[src/rtl/csa_resolve_sat.sv]
// csa_resolve_sat: two-stage carry-propagate resolve of a carry-save pair
// (s_in + 2*c_in) with clip-to-pixel, saturation flag, edge compare and a
// sticky saturation counter, behind a valid/ready handshake.
//
// Ports:
//   clk, rst_n            clock, asynchronous active-low reset
//   in_valid, in_ready    input beat handshake (in_ready is combinational)
//   s_in, c_in, thresh    sum vector, unshifted carry vector, edge threshold
//   out_valid, out_ready  result beat handshake
//   sum_out               exact s_in + 2*c_in (W+2 bits)
//   pix_out               sum_out clipped to 2^W-1
//   sat_out, edge_out     clip happened / pix_out >= thresh
//   sat_cnt, cnt_clr      delivered saturated beats (sticky at max), sync clear
module csa_resolve_sat #(
    parameter int W     = 8,
    parameter int SPLIT = W / 2
) (
    input  logic           clk,
    input  logic           rst_n,
    input  logic           in_valid,
    output logic           in_ready,
    input  logic [W-1:0]   s_in,
    input  logic [W-1:0]   c_in,
    input  logic [W-1:0]   thresh,
    output logic           out_valid,
    input  logic           out_ready,
    output logic [W+1:0]   sum_out,
    output logic [W-1:0]   pix_out,
    output logic           sat_out,
    output logic           edge_out,
    output logic [15:0]    sat_cnt,
    input  logic           cnt_clr
);

    // Width of the upper partial sum completed in stage 2.
    localparam int HW = W + 2 - SPLIT;

    logic             v1;
    logic [SPLIT-1:0] lo1;
    logic             cy1;
    logic [W-SPLIT-1:0] s_hi1;
    logic [W-SPLIT:0] c_hi1;
    logic [W-1:0]     th1;
    logic             v2;

    logic             ld1;
    logic             ld2;
    logic             out_hs;

    assign in_ready  = !v1 || !v2 || out_ready;
    assign ld1       = in_ready;
    assign ld2       = !v2 || out_ready;
    assign out_valid = v2;
    assign out_hs    = v2 && out_ready;

    // Lower partial add. The carry vector is shifted left by one, so its
    // bit 0 contribution is zero and c_in[SPLIT-1] belongs to the upper half.
    logic [SPLIT:0] lo_add;
    assign lo_add = {1'b0, s_in[SPLIT-1:0]}
                  + {1'b0, c_in[SPLIT-2:0], 1'b0};

    logic [HW-1:0]  hi_add;
    logic [W+1:0]   sum_nx;
    logic           sat_nx;
    logic [W-1:0]   pix_nx;
    logic           edge_nx;

    assign hi_add  = HW'(s_hi1) + HW'(c_hi1) + HW'(cy1);
    assign sum_nx  = {hi_add, lo1};
    assign sat_nx  = |sum_nx[W+1:W];
    assign pix_nx  = sat_nx ? {W{1'b1}} : sum_nx[W-1:0];
    assign edge_nx = pix_nx >= th1;

    always_ff @(posedge clk or negedge rst_n) begin
        if (!rst_n) begin
            v1    <= 1'b0;
            lo1   <= '0;
            cy1   <= 1'b0;
            s_hi1 <= '0;
            c_hi1 <= '0;
            th1   <= '0;
        end else if (ld1) begin
            v1    <= in_valid;
            lo1   <= lo_add[SPLIT-1:0];
            cy1   <= lo_add[SPLIT];
            s_hi1 <= s_in[W-1:SPLIT];
            c_hi1 <= c_in[W-1:SPLIT-1];
            th1   <= thresh;
        end
    end

    always_ff @(posedge clk or negedge rst_n) begin
        if (!rst_n) begin
            v2       <= 1'b0;
            sum_out  <= '0;
            pix_out  <= '0;
            sat_out  <= 1'b0;
            edge_out <= 1'b0;
        end else if (ld2) begin
            v2       <= v1;
            sum_out  <= sum_nx;
            pix_out  <= pix_nx;
            sat_out  <= sat_nx;
            edge_out <= edge_nx;
        end
    end

    // Clear wins over a coincident increment; the count sticks at all-ones.
    always_ff @(posedge clk or negedge rst_n) begin
        if (!rst_n) begin
            sat_cnt <= '0;
        end else if (cnt_clr) begin
            sat_cnt <= '0;
        end else if (out_hs && sat_out && (sat_cnt != 16'hFFFF)) begin
            sat_cnt <= sat_cnt + 16'd1;
        end
    end

endmodule

[config.mk]
export PLATFORM = sky130hd
export DESIGN_NAME = csa_resolve_sat
export DESIGN_NICKNAME = d
export VERILOG_FILES = /design/src/rtl/csa_resolve_sat.sv
export SDC_FILE = /design/constraint.sdc
export NUM_CORES = 1
export LEC_CHECK = 0
export BUFFER_PORTS_ARGS = -buffer_cell sky130_fd_sc_hd__buf_2
export CAP_MARGIN = 30
export CELL_PAD_IN_SITES_DETAIL_PLACEMENT = 0
export CELL_PAD_IN_SITES_GLOBAL_PLACEMENT = 1
export CORE_MARGIN = 8
export CORE_UTILIZATION = 30
export DETAILED_ROUTE_END_ITERATION = 6
export PLACE_DENSITY = 0.56
export SYNTH_ARGS = -nofsm -noshare
export SYNTH_HDL_FRONTEND = slang
export SYNTH_SLANG_ARGS = --single-unit
[constraint.sdc]
create_clock -name clk -period 3.8 [get_ports clk]
set_input_delay 0.19 -clock clk [delete_from_list [all_inputs] [get_ports clk]]
set_output_delay 0.19 -clock clk [all_outputs]
set_load 0.02 [all_outputs]
==> summary.md, run 1 <==
| Metric | Value |
|---|---|
| Status | `complete, no violations` |
| Pin count of the biggest net entering global routing | `40` |
| CP endpoint kind | `register` |
| Max IR drop VDD | `0.2030 mV` |
| N_diodes | `0` |
| Slew headroom | `0.3794` |
| CTS tree | `done` |
| Nets | `between 400 and 500` |
| Worst r2r path cells | `12` |
| Reg2reg end | `edge_out$_DFFE_PN0P_` |
| Clock Sinks | `60` |
| Sequential share of power | `0.433` |
| Async S/R FF share, synth | `1.000` |
| MaxCap Viol Count | `0` |
| Iter 0 DRT Violations | `101` |
| Tightest Pin Transition | `0.9309 ns` |
| Total Wirelength | `8021 um` |
| Post-synth EDFFs | `0` |
| FF-to-FF Start | `cy1$_DFFE_PN0P_` |
| Crit path launch | `cy1$_DFFE_PN0P_` |
| Mean routed wirelength per cell | `~15 um` |
| Synth-to-layout area growth | `22.23%` |
| Leak | `about 1.8 nW` |
| CP endpoint | `edge_out$_DFFE_PN0P_` |
| Post-synth top area cell | `dfrtp_1` |
| Post-CTS Setup Bufs | `0` |
| Port-buffer cells | `66` |
| Layout cells sized above 1 | `0.2883` |
| Largest cells by area after synthesis | `dfrtp_1, ha_1, mux2_2` |
| Post-route clock period utilization | `0.8035` |
| Sequential share of the synthesized area | `0.4815` |
| DIE AREA | `13,910 um2` |
| Starting density of the core | `0.3048` |
| Initial antenna violation count | `0` |
| Post-Syn Area per Cell | `between 10 and 15 um2` |
| Setup WS pre-CTS | `0.7234 ns` |
| Yosys Warn Count | `0` |
| Hold depth | `2` |
| CTS root buf | `clkbuf_8` |
| Top FF cell, synth | `dfrtp_1` |
| Reg2reg setup slack | `0.75 ns` |
| Post-DR vias/cell | `4.762` |
| Crit start category | `register` |
| Power Total | `1.784 mW` |
| FF+latch count, synth | `60` |
| DRC violations left | `0` |
| IO Pins | `67` |
| Fin crit period | `3.053 ns` |
| Simple-gate portion of the synthesized area | `0.2018` |
| RSZ-0062 raised after global routing | `false` |
| Fin. max-slew vios | `0` |
| Mux cell area share after synthesis | `0.05698` |
| Crit path max fanout | `3` |
| Post-synth top area share | `0.4815` |
| Type of the worst setup path | `register to register` |
| CP arrival | `about 3.3 ns` |
| Largest family of logic cells by synthesized area | `simple AND/OR/NAND/NOR gates` |
| Logic pwr share | `0.238` |
| Max clock buf depth | `2` |
| Post_cts resized | `0` |
| Detailed Routing Iterations Pass 1 | `4` |
| Number of CTS-inserted buffers | `9` |
| PwrDens | `468.0 nW/um2` |
| Net Sw Frac | `0.3248` |
| Vias | `2,481` |
| Clock power share | `0.329` |
| Area fraction in compound gates after synthesis | `0.1292` |
| Pint | `1.204 mW` |
| Site Rows | `37` |
| Final worst slack | `0.7466 ns` |
| Post-synth cell types | `51` |
| First-pass GRT wire length | `13,540 um` |
| Switch Pwr | `0.5793 mW` |
| Final setup viols | `0` |
| Hold slack | `0.04052 ns` |
| Die width | `approximately 120 um` |
| GRT overflow | `0` |
| Syn Inst Count | `310` |
| Total global-route track usage | `0.1189` |
| Vias in the first global route | `2,609` |
| Die Y | `117.9 um` |
| Synth Net Count | `roughly 360` |
| Hold Crit Class | `input port to register` |
| Fin. Hold Viols | `0` |
| Placer Congestion | `around 0.8` |
| Maximum clock frequency | `between 0.3 and 0.4 GHz` |
| H-tree depth | `3` |
| Adder-cell share of the synthesized area | `0.07945` |
| Post-route setup TNS | `0 ns` |
| Routed Antenna Nets | `0` |
| Synth Area in XOR/XNOR | `0.008427` |
| Setup Skew | `0.009919 ns` |
| Mapped Area | `a little over 3000 um2` |
| Core area | `10,230 um2` |
| Clock slew at reported path FFs | `roughly 0.08 ns` |
| Post-DP HPWL | `5899 um` |
| Later-pin clock latency in the skew report | `~0.34 ns` |
| Worst EP required | `between 4 and 5 ns` |
power groups by stage:
stage	Clock [mW]	Sequential, mW	Combinational (mW)
after floorplan	0	0.836	0.217
after global placement	0	0.786	0.426
after detailed placement	0	0.787	0.430
after CTS	0.607	0.775	0.433
after global routing	0.638	0.783	0.477
final	0.587	0.772	0.425
repair_timing:
action,4_1_cts,5_1_grt
endpoints found under the setup margin,0,0
endpoints found under the hold margin,0,11
hold buffers,0,1
metrics by stage:
step | area, um2 | util | std cells
finish | 3811 | 0.3725 | 521
floorplan | 3118 | - | 310
global route | 3811 | 0.3725 | 521
CTS | 3781 | 0.3696 | 519
global placement | 3580 | 0.3499 | 503
detailed placement | 3580 | 0.3499 | 503
state kept, by name (all words and copies together), names as in the netlist:
register,flops
edge_out,1
th1,8
pix_out,8
sum_out,10
sat_cnt,16
lo1,4
v1,1
cy1,1
sat_out,1
s_hi1,4
out_valid,1
c_hi1,5
how the worst min path moves through the flow:
stage	startpoint	end	slack, ns
6_report	in_valid	v1$_DFFE_PN0P_	0.04
5_1_grt	in_valid	v1$_DFFE_PN0P_	0.02
4_1_cts	rst_n	sat_cnt[4]$_DFFE_PN0P_	0.02
3_5_place_dp	in_valid	v1$_DFFE_PN0P_	0.39
3_3_place_gp	in_valid	v1$_DFFE_PN0P_	0.38
2_1_floorplan	rst_n	c_hi1[0]$_DFFE_PN0P_	-0.11
cell type report:
class / count / area [um2]
Tap cell: 136 / 170.2
Clock inverter: 6 / 63.81
Inverter: 19 / 71.32
Fill cell: 1073 / 6420
Multi-Input combinational cell: 219 / 1484
Sequential cell: 60 / 1501
Timing Repair Buffer: 71 / 382.9
Clock buffer: 10 / 137.6
cells by family after synthesis:
logic type	Yosys count
xor gates and xnor gates	3
adders and majority gates	18
DFF	60
buffers and inverters	31
and+or+nand+nor	117
AOI/OAI and AO/OA	65
muxes	16
synthesized netlist by cell type (2+ instances only):
library cell  instances
dfrtp_1              60
nand2_1              37
nor2_1               25
inv_1                19
a21oi_1              18
ha_1                 15
o21ai_0              15
mux2_2               14
a31oi_1               8
nand3_1               7
nor2b_1               7
clkbuf_1              6
o31ai_1               6
nand2b_1              5
or4_1                 5
nand3b_1              4
o21a_1                4
a21o_1                3
and3_1                3
and4_4                3
buf_2                 3
fa_1                  3
nand4_1               3
nor3_1                3
a211oi_1              2
a41oi_1               2
mux2i_1               2
nor3b_1               2
o41ai_1               2
or3_1                 2
xor2_1                2
cell usage in the layout (no fill, tap or decap), types with 3 or more instances in the layout:
cell type and n:
mux2_2 14, and4_4 3, a21o_1 3, o31ai_1 6
and3_1 3, nand3b_1 4, nor2_1 25, nand2b_1 5
nor3_1 3, or4_1 5, buf_2 66, buf_4 3
fa_1 3, ha_1 15, nor2b_1 7, nand3_1 7
o21ai_0 15, a21oi_1 18, a31oi_1 8, dfrtp_1 60
inv_1 19, o21a_1 4, clkbuf_8 10, nand4_1 3
nand2_1 37
metal layers:
layer / part of all wire / wire (um) / up-vias / GRT usage
met5: 0 / 0 / - / 0
li1: - / - / 1236 / -
met4: 0.0090 / 72 / 0 / 0.03122
met2: 0.47 / 3795 / 51 / 0.1940
met3: 0.044 / 349 / 7 / 0.04125
met1: 0.47 / 3803 / 1187 / 0.1460
worst max-delay path, stage by stage, from the launching register on:
cell	delay (ns)
dfrtp_1	0.40
fa_1	0.44
inv_1	0.08
fa_1	0.21
nor2b_1	0.08
o21a_1	0.20
o22ai_1	0.18
nor3b_1	0.20
ha_1	0.25
nand2b_1	0.15
a2111oi_0	0.39
o21bai_1	0.13
a31o_2	0.24
Power figures use the tool's default switching activity.
==> run 2, diff against run 1 <==
- ABC_AREA: default -> 1
- PLACE_DENSITY: 0.56 -> 0.58
- clock period: 3.8 -> 2.9 ns (I/O delays scaled with it)
==> summary.md, run 2 <==
| Metric | Value |
|---|---|
| Logic pwr share | `0.265 (was 0.238)` |
| Largest Register | `sat_cnt (unchanged)` |
| Max reg flops | `16 (unchanged)` |
| Top FF cell, synth | `dfrtp_1 (unchanged)` |
| Type of the worst setup path | `register to register (unchanged)` |
| Power Total | `2.394 mW (was 1.784 mW)` |
| Maximum clock frequency | `0.3941 GHz (was 0.3275 GHz)` |
| Synth-to-layout area growth | `22.21% (was 22.23%)` |
| Yosys Warn Count | `0 (unchanged)` |
| Post-route clock period utilization | `0.8749 (was 0.8035)` |
| Iter 0 DRT Violations | `88 (was 101)` |
| CP endpoint kind | `register (unchanged)` |
| Post-Syn Area per Cell | `8.235 um2 (was 10.06 um2)` |
| Slowest CP cell | `fa_1 (unchanged)` |
| FF-to-FF Start | `cy1$_DFFE_PN0P_ (unchanged)` |
| Post-synth top area share | `0.4651 (was 0.4815)` |
| Leading cell type in the layout, fill and taps excluded | `nand2_1 (was buf_2)` |
| Sequential share of power | `0.423 (was 0.433)` |
| Most numerous cell on the critical path | `nand2_1 (was fa_1)` |
| N_diodes | `0 (unchanged)` |
| DIE AREA | `14,340 um2 (was 13,910 um2)` |
| PwrDens | `606.7 nW/um2 (was 468.0 nW/um2)` |
| Setup Skew | `0.007458 ns (was 0.009919 ns)` |
| Total global-route track usage | `0.1258 (was 0.1189)` |
| Crit start category | `register (unchanged)` |
| Mean routed wirelength per cell | `13.70 um (was 15.40 um)` |
| Final setup viols | `0 (unchanged)` |
| Hold depth | `3 (was 2)` |
| Post-synth EDFFs | `0 (unchanged)` |
| Initial antenna violation count | `0 (unchanged)` |
| Site Rows | `38 (was 37)` |
| CTS tree | `done (unchanged)` |
| Post-DR vias/cell | `4.400 (was 4.762)` |
| GRT overflow | `0 (unchanged)` |
| DRC violations left | `0 (unchanged)` |
| Hold endpoint | `c_hi1[4]$_DFFE_PN0P_ (was v1$_DFFE_PN0P_)` |
| Post-DP HPWL | `6299 um (was 5899 um)` |
| Routed Antenna Nets | `0 (unchanged)` |
| Hold Crit Class | `input port to register (unchanged)` |
| Sequential share of the synthesized area | `0.4651 (was 0.4815)` |
| Most common cell in the netlist | `nand2_1 (was dfrtp_1)` |
| H-tree depth | `3 (unchanged)` |
| CP peak stage delay | `0.44 ns (about the same)` |
| Total Wirelength | `8384 um (was 8021 um)` |
| RSZ-0062 raised after global routing | `false (unchanged)` |
| Max clock buf depth | `2 (unchanged)` |
| Worst EP required | `3.16 ns (was 4.03 ns)` |
| Top flop regs | `sat_cnt x16, sum_out x10 (unchanged)` |
| Tightest Pin Transition | `0.7371 ns (was 0.9309 ns)` |
| Detailed Routing Iterations Pass 1 | `4 (unchanged)` |
| Commonest cells after routing, fill and taps aside | `nand2_1, buf_2, dfrtp_1 (was buf_2, dfrtp_1, nand2_1)` |
| Post-synth cell types | `31 (was 51)` |
| Slew headroom | `0.5069 (was 0.3794)` |
| Max IR drop VDD | `0.2242 mV (was 0.2030 mV)` |
| IO Pins | `67 (unchanged)` |
| Critical Path, Cell by Cell | `fa_1 > inv_1 > fa_1 > inv_1 > nand3_1 > nand3_1 > nand2_1 > nand2_1 > or2_1 > ha_1 > nand2_1 > o21ai_0 > nor2_1 > a21oi_1 (was fa_1 > inv_1 > fa_1 > nor2b_1 > o21a_1 > o22ai_1 > nor3b_1 > ha_1 > nand2b_1 > a2111oi_0 > o21bai_1 > a31o_2)` |
| Nets | `514 (was 427)` |
| Async S/R FF share, synth | `1.000 (unchanged)` |
| Later-pin clock latency in the skew report | `0.33 ns (was 0.34 ns)` |
| Clock Sinks | `60 (unchanged)` |
| Worst r2r path cells | `14 (was 12)` |
| Layout fillers | `1,162 (was 1,073)` |
| Core area | `10,650 um2 (was 10,230 um2)` |
| First-pass GRT wire length | `14,410 um (was 13,540 um)` |
| Vias in the first global route | `2,840 (was 2,609)` |
| Fin. max-slew vios | `0 (unchanged)` |
| Largest cells by area after synthesis | `dfrtp_1, nand2_1, ha_1 (was dfrtp_1, ha_1, mux2_2)` |
| Status | `complete, no violations (unchanged)` |
| Starting density of the core | `0.3031 (was 0.3048)` |
| Leak | `1.984 nW (was 1.761 nW)` |
| Syn Inst Count | `392 (was 310)` |
| Synth cell count leaders | `nand2_1, dfrtp_1, nor2_1 (was dfrtp_1, nand2_1, nor2_1)` |
| Die width | `119.7 um (was 117.9 um)` |
| Reg2reg setup slack | `0.36 ns (was 0.75 ns)` |
| Pin count of the biggest net entering global routing | `38 (was 40)` |
| Synth Net Count | `439 (was 357)` |
| Placer Congestion | `0.7351 (was 0.7978)` |
| Net Sw Frac | `0.3444 (was 0.3248)` |
| Reg2reg end | `edge_out$_DFFE_PN0P_ (unchanged)` |
| Mapped Area | `3228 um2 (was 3118 um2)` |
| Post-CTS Setup Bufs | `0 (unchanged)` |
| Fin crit period | `2.537 ns (was 3.053 ns)` |
| Number of CTS-inserted buffers | `9 (unchanged)` |
| Switch Pwr | `0.8245 mW (was 0.5793 mW)` |
| Layout cells sized above 1 | `0.2246 (was 0.2883)` |
| CP arrival | `2.80 ns (was 3.28 ns)` |
| Fin. Hold Viols | `0 (unchanged)` |
| Post-synth top area cell | `dfrtp_1 (unchanged)` |
| Pint | `1.569 mW (was 1.204 mW)` |
| HP Start | `c_in[7] (was in_valid)` |
| Post-route setup TNS | `0 ns (unchanged)` |
| FF+latch count, synth | `60 (unchanged)` |
| Die Y | `119.7 um (was 117.9 um)` |
| Port-buffer cells | `66 (unchanged)` |
| Clock power share | `0.312 (was 0.329)` |
| Vias | `2,693 (was 2,481)` |
| Clock slew at reported path FFs | `0.07 ns (was 0.08 ns)` |
| Crit path max fanout | `6 (was 3)` |
| MaxCap Viol Count | `0 (unchanged)` |
| CTS root buf | `clkbuf_8 (unchanged)` |
==> run 2: how the worst max path moves through the flow <==
stage	from	endpoint	slack [ns]
after floorplan	cy1$_DFFE_PN0P_	edge_out$_DFFE_PN0P_	0.38
after global placement	cy1$_DFFE_PN0P_	edge_out$_DFFE_PN0P_	0.41
after CTS	cy1$_DFFE_PN0P_	edge_out$_DFFE_PN0P_	0.36
after global routing	cy1$_DFFE_PN0P_	edge_out$_DFFE_PN0P_	0.11
final	cy1$_DFFE_PN0P_	edge_out$_DFFE_PN0P_	0.36
after detailed placement	cy1$_DFFE_PN0P_	edge_out$_DFFE_PN0P_	0.38
==> run 2: layout make-up <==
cell class              count  area (um2)  area share
repair buffers             74       400.4      0.1015
multi-input cells         273        1494      0.3787
clock inverters             7       66.31     0.01681
well taps                 140       175.2     0.04440
clock buffers               9       123.9     0.03140
flip-flops and latches     60        1501      0.3806
inverters                  49       183.9     0.04662
==> run 2: stage by stage <==
stage               std cells  hold slack [ns]    util  worst slack (ns)  instance area (um2)
finish                    612          0.01910  0.3704            0.3628                 3945
global route              612          0.01504  0.3704            0.1120                 3945
CTS                       612        0.0003384  0.3704            0.3598                 3945
detailed placement        592           0.2220  0.3488            0.3840                 3715
global placement          592           0.2123  0.3488            0.4125                 3715
floorplan                 392          -0.1506       -            0.3780                 3228
==> run 2: worst max-delay path, delay by kind of cell (launching register included) <==
kind | cells | cell delay [ns]
buffers and inverters | 2 | 0.13
DFF | 1 | 0.40
and+or+nand+nor | 7 | 0.74
adders and majority gates | 3 | 0.91
AOI/OAI and AO/OA | 2 | 0.29
==> run 2: cells by family after synthesis <==
logic type | Yosys count | share of synthesized area
DFF | 60 | 0.4651
muxes | 9 | 0.03140
and+or+nand+nor | 208 | 0.2876
buffers and inverters | 59 | 0.07209
adders and majority gates | 18 | 0.07674
xor gates and xnor gates | 5 | 0.01357
AOI/OAI and AO/OA | 33 | 0.05349
==> run 2: power by group through the flow <==
| stage | Sequential [mW] | Clock (mW) | Combinational [mW] |
|---|---|---|---|
| 2_1_floorplan | 1.11 | 0 | 0.327 |
| 3_3_place_gp | 1.03 | 0 | 0.643 |
| 3_5_place_dp | 1.03 | 0 | 0.643 |
| 4_1_cts | 1.02 | 0.777 | 0.651 |
| 5_1_grt | 1.03 | 0.815 | 0.725 |
| 6_report | 1.01 | 0.746 | 0.635 |
==> run 2: timing repair <==
item | in CTS | in global routing
hold buffers | 4 | 0
endpoints found under the hold margin | 28 | 0
resized for setup | 0 | 0
==> run 2: metal layers <==
layer,vias up,GRT usage,routed length (um)
met4,0,0.04918,83
li1,1390,-,-
met5,-,0,0
met3,8,0.03053,333
met1,1243,0.1632,4101
met2,52,0.1980,3866
==> run 3, diff against run 2 <==
- ABC_AREA: 1 -> default
- PLACE_DENSITY: 0.58 -> 0.56
==> summary.md, run 3 (synthesis gave the netlist of run 1 again) <==
| Metric | Value |
|---|---|
| Core area | `10,230 um2 (was 10,650 um2)` |
| PwrDens | `581.1 nW/um2 (was 606.7 nW/um2)` |
| Reg2reg end | `edge_out$_DFFE_PN0P_ (unchanged)` |
| Number of CTS-inserted buffers | `9 (unchanged)` |
| Post-DP HPWL | `5689 um (was 6299 um)` |
| Clock Sinks | `60 (unchanged)` |
| Crit start category | `register (unchanged)` |
| Detailed Routing Iterations Pass 1 | `4 (unchanged)` |
| Leak | `1.768 nW (was 1.984 nW)` |
| Max clock buf depth | `2 (unchanged)` |
| CTS root buf | `clkbuf_8 (unchanged)` |
| Top delay family on crit path | `compound AO/OA/AOI/OAI gates (was adder cells)` |
| Pin count of the biggest net entering global routing | `61 (was 38)` |
| Starting density of the core | `0.3048 (was 0.3031)` |
| Slowest CP cell | `dfrtp_1 (was fa_1)` |
| Clock slew at reported path FFs | `0.07 ns (about the same)` |
| CP endpoint kind | `register (unchanged)` |
| Crit path launch | `c_hi1[0]$_DFFE_PN0P_ (was cy1$_DFFE_PN0P_)` |
| Routed Antenna Nets | `0 (unchanged)` |
| Max reg flops | `16 (unchanged)` |
| CTS tree | `done (unchanged)` |
| Placed Area | `3615 um2 (was 3715 um2)` |
| Slew headroom | `0.3866 (was 0.5069)` |
| N_diodes | `0 (unchanged)` |
| Layout cells sized above 1 | `0.3041 (was 0.2246)` |
| Tightest Pin Transition | `0.9201 ns (was 0.7371 ns)` |
| MaxCap Viol Count | `0 (unchanged)` |
| H-tree depth | `3 (unchanged)` |
| Fin. max-slew vios | `0 (unchanged)` |
| RSZ-0062 raised after global routing | `true (was false)` |
| Type of the worst setup path | `register to register (unchanged)` |
| Leading cell type in the layout, fill and taps excluded | `buf_2 (was nand2_1)` |
| Total Wirelength | `7880 um (was 8384 um)` |
| Hold Crit Class | `input port to register (unchanged)` |
| Vias | `2,549 (was 2,693)` |
| DRC violations left | `0 (unchanged)` |
| Fin crit period | `2.871 ns (was 2.537 ns)` |
| Post-route clock period utilization | `0.9901 (was 0.8749)` |
| Largest Register | `sat_cnt (unchanged)` |
| Nets | `431 (was 514)` |
| Later-pin clock latency in the skew report | `0.33 ns (about the same)` |
| Max IR drop VDD | `0.1838 mV (was 0.2242 mV)` |
| Post-DR vias/cell | `4.865 (was 4.400)` |
| Layout fillers | `1,054 (was 1,162)` |
| First-pass GRT wire length | `13,570 um (was 14,410 um)` |
| Setup Skew | `0.006732 ns (was 0.007458 ns)` |
| Status | `complete, no violations (unchanged)` |
| CP arrival | `3.09 ns (was 2.80 ns)` |
| Top flop regs | `sat_cnt x16, sum_out x10 (unchanged)` |
| CP peak stage delay | `0.40 ns (was 0.44 ns)` |
| Fin. Hold Viols | `0 (unchanged)` |
| FF-to-FF Start | `c_hi1[0]$_DFFE_PN0P_ (was cy1$_DFFE_PN0P_)` |
| Final worst slack | `0.02863 ns (was 0.3628 ns)` |
| Most numerous cell on the critical path | `fa_2 (was nand2_1)` |
| Vias in the first global route | `2,653 (was 2,840)` |
| Total global-route track usage | `0.1188 (was 0.1258)` |
| Reg2reg setup slack | `0.03 ns (was 0.36 ns)` |
| Post-route setup TNS | `0 ns (unchanged)` |
| Final setup viols | `0 (unchanged)` |
| Die Y | `117.9 um (was 119.7 um)` |
| Port-buffer cells | `66 (unchanged)` |
| Worst r2r path cells | `12 (was 14)` |
| Placer Congestion | `0.7764 (was 0.7351)` |
| Setup WS pre-CTS | `-0.05219 ns (was 0.3840 ns)` |
| Site Rows | `37 (was 38)` |
| Synth-to-layout area growth | `22.79% (was 22.21%)` |
| Crit path max fanout | `3 (was 6)` |
| Maximum clock frequency | `0.3483 GHz (was 0.3941 GHz)` |
| Critical Path, Cell by Cell | `fa_2 > inv_2 > fa_2 > nor2b_2 > o21a_1 > o22ai_2 > nor3b_2 > ha_1 > nand2b_4 > a2111oi_4 > o21bai_1 > a31o_2 (was fa_1 > inv_1 > fa_1 > inv_1 > nand3_1 > nand3_1 > nand2_1 > nand2_1 > or2_1 > ha_1 > nand2_1 > o21ai_0 > nor2_1 > a21oi_1)` |
| Buf/Inv on CP | `1 (was 2)` |
| Post-route cell area | `3829 um2 (was 3945 um2)` |
| Power Total | `2.225 mW (was 2.394 mW)` |
| Die width | `117.9 um (was 119.7 um)` |
| Iter 0 DRT Violations | `127 (was 88)` |
| GRT overflow | `0 (unchanged)` |
| Hold slack | `0.02056 ns (was 0.01910 ns)` |
| Mean routed wirelength per cell | `15.04 um (was 13.70 um)` |
| Commonest cells after routing, fill and taps aside | `buf_2, dfrtp_1, nand2_1 (was nand2_1, buf_2, dfrtp_1)` |
| Initial antenna violation count | `0 (unchanged)` |
| CP endpoint | `edge_out$_DFFE_PN0P_ (unchanged)` |
| IO Pins | `67 (unchanged)` |
| Worst EP required | `3.11 ns (was 3.16 ns)` |
| Critical Path Stages | `12 (was 14)` |
| DIE AREA | `13,910 um2 (was 14,340 um2)` |
-- run 3: changes by cell type in the layout (fill, tap and decap cells not counted), moves of 13 or more --
cell / previous run / this run
nand2_1: 97 / 37
inv_1: 43 / 18
nand3_1: 32 / 7
nor2_1: 44 / 25
o21ai_1: 18 / 0
mux2_2: 0 / 14
o21ai_0: 2 / 15
-- run 3: worst min-delay path by stage --
stage,start,to,depth (start not counted)
2_1_floorplan,rst_n,c_hi1[0]$_DFFE_PN0P_,0
3_3_place_gp,in_valid,v1$_DFFE_PN0P_,2
3_5_place_dp,in_valid,v1$_DFFE_PN0P_,2
4_1_cts,thresh[3],th1[3]$_DFFE_PN0P_,3
5_1_grt,thresh[3],th1[3]$_DFFE_PN0P_,3
6_report,thresh[3],th1[3]$_DFFE_PN0P_,3
-- run 3: metal layers --
layer	wire, um	global-route usage
met5	0	0
met4	120	0.04804
met3	459	0.03693
met2	3607	0.1861
met1	3693	0.1488
-- run 3: area by class of cell --
type                       count  area [um2]  share of cell area
sequential                    60        1501              0.3922
clock buffer                  12       135.1             0.03529
clock inverter                 3       15.01            0.003922
multi-input combinational    219        1529              0.3993
tap                          136       170.2             0.04444
inverter                      19       71.32             0.01863
timing repair buffer          75       406.6              0.1062
-- run 3: what timing repair did --
item / 4_1_cts / 5_1_grt
buffers inserted: 2 / 0
pin swaps: 1 / 6
hold endpoints to repair: 3 / 0
endpoints found under the setup margin: 1 / 1
hold buffers: 2 / 0
resized for setup: 2 / 4
-- run 3: worst reg2reg max path: cells and delay by family, from the launching register on --
family	cells	cell delay, ns
buf+inv	1	0.07
flops	1	0.40
fa+ha+maj	3	0.85
simple gates	3	0.38
compound gates	5	1.05
-- run 3: stage by stage --
stage	cells	utilization
after floorplan	310	-
after global placement	505	0.3533
after detailed placement	505	0.3533
after CTS	524	0.3720
after global routing	524	0.3742
final	524	0.3742
-- run 3: power by group --
| part | total, mW | switching [mW] | internal, mW |
|---|---|---|---|
| sequential | 1.01 | 0.0741 | 0.941 |
| clock | 0.618 | 0.316 | 0.302 |
| combinational | 0.592 | 0.345 | 0.247 |
